### src/rtl/modexp_engine.sv
// Right-to-left square-and-multiply modular exponentiation engine.
// Two bit-serial interleaved modular multipliers share the multiplier b.
module modexp_engine #(
    parameter int mbit = 63
) (
    input  logic            clk,
    input  logic            rst,
    input  logic            start,
    input  logic [mbit:0]   base,
    input  logic [mbit:0]   exponent,
    input  logic [mbit:0]   modulus,
    output logic            busy,
    output logic            done,
    output logic            err,
    output logic [mbit:0]   result
);

    localparam int W  = mbit + 1;
    localparam int CW = $clog2(W);
    localparam logic [mbit:0] ONE = {{mbit{1'b0}}, 1'b1};
    localparam logic [CW-1:0] LAST = CW'(W - 1);

    typedef enum logic [1:0] {
        S_IDLE,
        S_MUL,
        S_NEXT,
        S_DONE
    } state_t;

    state_t         state_q;
    logic           busy_q;
    logic           done_q;
    logic           err_q;
    logic [mbit:0]  result_q;
    logic [mbit:0]  r_q, b_q, e_q, n_q;
    logic [mbit:0]  pr_q, pb_q;
    logic [CW-1:0]  step_q;

    logic [mbit:0]  pr_d, pb_d, e_d, r_d;
    logic           mbit_d;
    logic           bad_op;

    // One interleaved step: acc = 2*acc + (bit ? a : 0) mod n, kept < n.
    function automatic logic [mbit:0] mm_step(
        input logic [mbit:0] acc,
        input logic [mbit:0] a,
        input logic [mbit:0] n,
        input logic          bit_i
    );
        logic [mbit+1:0] t;
        t = {acc, 1'b0};
        if (t >= {1'b0, n}) t = t - {1'b0, n};
        if (bit_i) begin
            t = t + {1'b0, a};
            if (t >= {1'b0, n}) t = t - {1'b0, n};
        end
        return t[mbit:0];
    endfunction

    always_comb begin
        mbit_d = b_q[step_q];
        pr_d   = mm_step(pr_q, r_q, n_q, mbit_d);
        pb_d   = mm_step(pb_q, b_q, n_q, mbit_d);
        e_d    = e_q >> 1;
        r_d    = e_q[0] ? pr_q : r_q;
        bad_op = (modulus[mbit:1] == '0) || (base >= modulus);
    end

    always_ff @(posedge clk) begin
        if (rst) begin
            state_q  <= S_IDLE;
            busy_q   <= 1'b0;
            done_q   <= 1'b0;
            err_q    <= 1'b0;
            result_q <= '0;
            r_q      <= '0;
            b_q      <= '0;
            e_q      <= '0;
            n_q      <= '0;
            pr_q     <= '0;
            pb_q     <= '0;
            step_q   <= '0;
        end else begin
            done_q <= 1'b0;
            unique case (state_q)
                S_IDLE: begin
                    if (start) begin
                        busy_q <= 1'b1;
                        if (bad_op) begin
                            err_q    <= 1'b1;
                            result_q <= '0;
                            done_q   <= 1'b1;
                            state_q  <= S_DONE;
                        end else if (exponent == '0) begin
                            err_q    <= 1'b0;
                            result_q <= ONE;
                            done_q   <= 1'b1;
                            state_q  <= S_DONE;
                        end else begin
                            r_q     <= ONE;
                            b_q     <= base;
                            e_q     <= exponent;
                            n_q     <= modulus;
                            pr_q    <= '0;
                            pb_q    <= '0;
                            step_q  <= LAST;
                            state_q <= S_MUL;
                        end
                    end
                end
                S_MUL: begin
                    pr_q <= pr_d;
                    pb_q <= pb_d;
                    if (step_q == '0) begin
                        state_q <= S_NEXT;
                    end else begin
                        step_q <= step_q - 1'b1;
                    end
                end
                S_NEXT: begin
                    r_q <= r_d;
                    b_q <= pb_q;
                    e_q <= e_d;
                    if (e_d == '0) begin
                        err_q    <= 1'b0;
                        result_q <= r_d;
                        done_q   <= 1'b1;
                        state_q  <= S_DONE;
                    end else begin
                        pr_q    <= '0;
                        pb_q    <= '0;
                        step_q  <= LAST;
                        state_q <= S_MUL;
                    end
                end
                S_DONE: begin
                    busy_q  <= 1'b0;
                    state_q <= S_IDLE;
                end
                default: state_q <= S_IDLE;
            endcase
        end
    end

    assign busy   = busy_q;
    assign done   = done_q;
    assign err    = err_q;
    assign result = result_q;

endmodule

### config.mk
export PLATFORM = sky130hd
export DESIGN_NAME = modexp_engine
export DESIGN_NICKNAME = d
export VERILOG_FILES = /design/src/rtl/modexp_engine.sv
export SDC_FILE = /design/constraint.sdc
export NUM_CORES = 2
export LEC_CHECK = 0
export CORE_MARGIN = 2
export CORE_UTILIZATION = 45
export CTS_BUF_LIST = sky130_fd_sc_hd__clkbuf_8
export DETAILED_ROUTE_END_ITERATION = 16
export PLACE_DENSITY = 0.64
export SYNTH_ARGS = -nofsm -noshare
export SYNTH_HDL_FRONTEND = slang
export SYNTH_SLANG_ARGS = --single-unit
### constraint.sdc
create_clock -name clk -period 25.6 [get_ports clk]
set_clock_uncertainty 0.2 [all_clocks]
set_input_delay 3.84 -clock clk [delete_from_list [all_inputs] [get_ports clk]]
set_output_delay 3.84 -clock clk [all_outputs]
set_load 0.05 [all_outputs]
==> results.toml <==
[outcome]
outcome = "finished with violations"
violations = "capacitance limit, slew limit"

[floorplan]
fp.dieH_um = 323
core_mm2 = 0.101
fp.dieW_um = 323
ios = 262
fp-row-count = 117
dieArea_mm2 = 0.105
start_util_pct = 45.2

[logic_synthesis]
synth_edf_count = 0
ys_async_sr_fraction_pct = 0
yosys_warnings = 0
synth_commonest_cells = "732 x nor2_1, 636 x nand2_1, 593 x a21oi_1"
synth_seq_area_share_pct = 20.0
synth_cell_types = 92
synth_top_area_cell = "dfxtp_1"
ys_top_cells_by_area = "dfxtp_1 20%, ha_1 12%, a21oi_1 6.5%"
yosys.cell_count.top_type = "nor2_1"
synthCells = 6206
synth_area_mm2 = 0.0459
synth_top_area_share_pct = 20.0
synth_seq_cells = 459
avgSynthCellArea_um2 = 7.39
synth_flop_cell = "dfxtp_1"
synth_fp_nets = 6857

[cts]
cts_resized = 0
htreeDepth = 3
clock_path_buffers = 3
cts_setup_buffers = 0
cts.clk_slew.worst_paths_ns = 0.06
cts_buffers = 91
clk_latency_ns = 0.79
cts_tree = "yes"
clkSinkCount = 459
root_buffer = "clkbuf_8"
postCtsHoldBufs = 0

[worst_setup_path]
cp_slowest_cell = "o32ai_1"
worstReg2RegStart = "n_q[1]"
crit_required_ns = 26.05
path_common_cell = "ha_1"
path_buf_inv = 5
cp_top_family = "compound AO/OA/AOI/OAI gates"
crit_path_max_incr_delay_ns = 0.97
critical_path_arrival_ns = 13.55
cp_max_fo = 53
crit_path_end_kind = "flip-flop"
crit_type = "flip-flop to flip-flop"
startpoint_type = "flip-flop"
crit_start = "n_q[1]"

[sta]
final_max_slew_viol_count = 4
final-setup-viol-count = 0
relSlewSlack_pct = -3.25
rsz0062_at_grt = "no"
tns_ns = 0
worst_pin_slew_ns = 1.53
layout_min_cycle_time_ns = 13.10
final.period_utilization_pct = 51.2
timing_hold_violations_final = 0
fmax_ghz = 0.0763

[global_routing]
grt_max_degree = 110
grt_usage_pct = 36.7
antenna_found_initial = 12
gr-total-overflow = 0
grt_pass1_vias = 44700
grt_pass1_wl_mm = 289

[cells_and_area]
areaGrowthSynthToFinish_pct = 11.7
layout.nets = 6890
final_layout_size_suffix_gt1_share_pct = 4.44

[min_path]
min-delay-start = "e_q[48]"
worst_hold_path_type = "flip-flop to flip-flop"

[detailed_routing]
vias_per_cell = 6.40
drt-total-wl_mm = 199
vias = 49100
drt_pass1_iterations = 6
ant_nets = 0
drc_errors = 0
first_iter_violations = 5665
wire_per_inst_um = 25.9

[flow_run]
cap_viol_max_count = 1

[placed_design]
dpl.hpwl_mm = 159
finalWeightedCongestion = 1.04
io_buffers = 261
-- state kept, by name, indices dropped and copies added (netlist names) --
name and cells:
b_q 64, e_q 64, n_q 64, pb_q 64, pr_q 64, r_q 64
result 64, step_q 6, state_q 2, busy 1, done 1, err 1
-- worst register-to-register path: cells and delay by family (launching register included) --
| kind | cells | cell delay, ns |
|---|---|---|
| and+or+nand+nor | 9 | 2.55 |
| adders and majority gates | 4 | 1.22 |
| muxes | 2 | 0.74 |
| AOI/OAI and AO/OA | 16 | 5.43 |
| buffers and inverters | 5 | 2.20 |
| xor gates and xnor gates | 1 | 0.17 |
| DFF | 1 | 0.46 |
-- layout make-up --
type | count | area (µm²)
fill | 10200 | 50200
multi-input combinational | 5133 | 34400
sequential | 459 | 9190
timing repair buffer | 308 | 2970
tap | 1368 | 1710
clock buffer | 109 | 1500
inverter | 246 | 923
clock inverter | 52 | 532
antenna | 3 | 7.51
-- layout by cell type (no fill, tap or decap), drive strengths merged, types with 16 or more instances in the layout --
master / count
a211o: 16
a211oi: 48
a21boi: 22
a21o: 232
a21oi: 594
a221o: 21
a221oi: 25
a22oi: 99
a311oi: 135
a31oi: 59
a41oi: 20
and2: 34
and3: 44
buf: 48
clkbuf: 109
clkdlybuf4s50: 260
dfxtp: 459
ha: 450
inv: 273
mux2: 16
mux2i: 281
mux4: 20
nand2: 636
nand2b: 35
nand3: 113
nand4: 124
nor2: 732
nor2b: 55
nor3: 74
nor4: 79
o211ai: 45
o21a: 68
o21ai: 390
o21bai: 67
o31ai: 40
or3: 25
xnor2: 216
xor2: 132
-- layer usage --
layer	wire length, µm	GRT usage, %
met1	90800	54.1
met2	79900	52.7
met3	21500	7.31
met4	6480	11.6
met5	80	0
-- stage by stage --
| stage | hold slack (ns) | std cells | utilization (%) | worst slack (ns) | instance area (µm²) |
|---|---|---|---|---|---|
| after detailed placement | 0.279 | 7514 | 48.5 | 12.88 | 49200 |
| after global placement | 0.272 | 7514 | 48.5 | 13.00 | 49200 |
| after floorplan | 0.257 | 6206 | - | 16.95 | 45900 |
| final | 0.289 | 7678 | 50.5 | 12.50 | 51300 |
| after CTS | 0.289 | 7675 | 50.5 | 12.80 | 51200 |
| after global routing | 0.307 | 7676 | 50.5 | 12.22 | 51200 |
-- worst paths after layout --
kind / endpoint / slack [ns] / cells past startpoint
worst min-delay path: e_q[47] / 0.29 / 2
worst max-delay path: pb_q[3] / 12.50 / 37
worst max register to register: pb_q[3] / 12.50 / 37
worst min register to register: e_q[47] / 0.29 / 2
-- cell families (layout without fill, tap and decap cells) --
group                      count (synthesis)  count (layout)  share of synthesized area [%]
AOI/OAI and AO/OA                       2004            2004                           28.4
xor gates and xnor gates                 348             348                           6.66
adders and majority gates                456             456                           12.5
buffers and inverters                    614             715                           5.20
DFF                                      459             459                           20.0
muxes                                    317             317                           7.51
other                                      0               3                              0
and+or+nand+nor                         2008            2008                           19.7
Power is not shown: default switching activity piles up to over one toggle a cycle in this logic, so the estimate is an artifact.
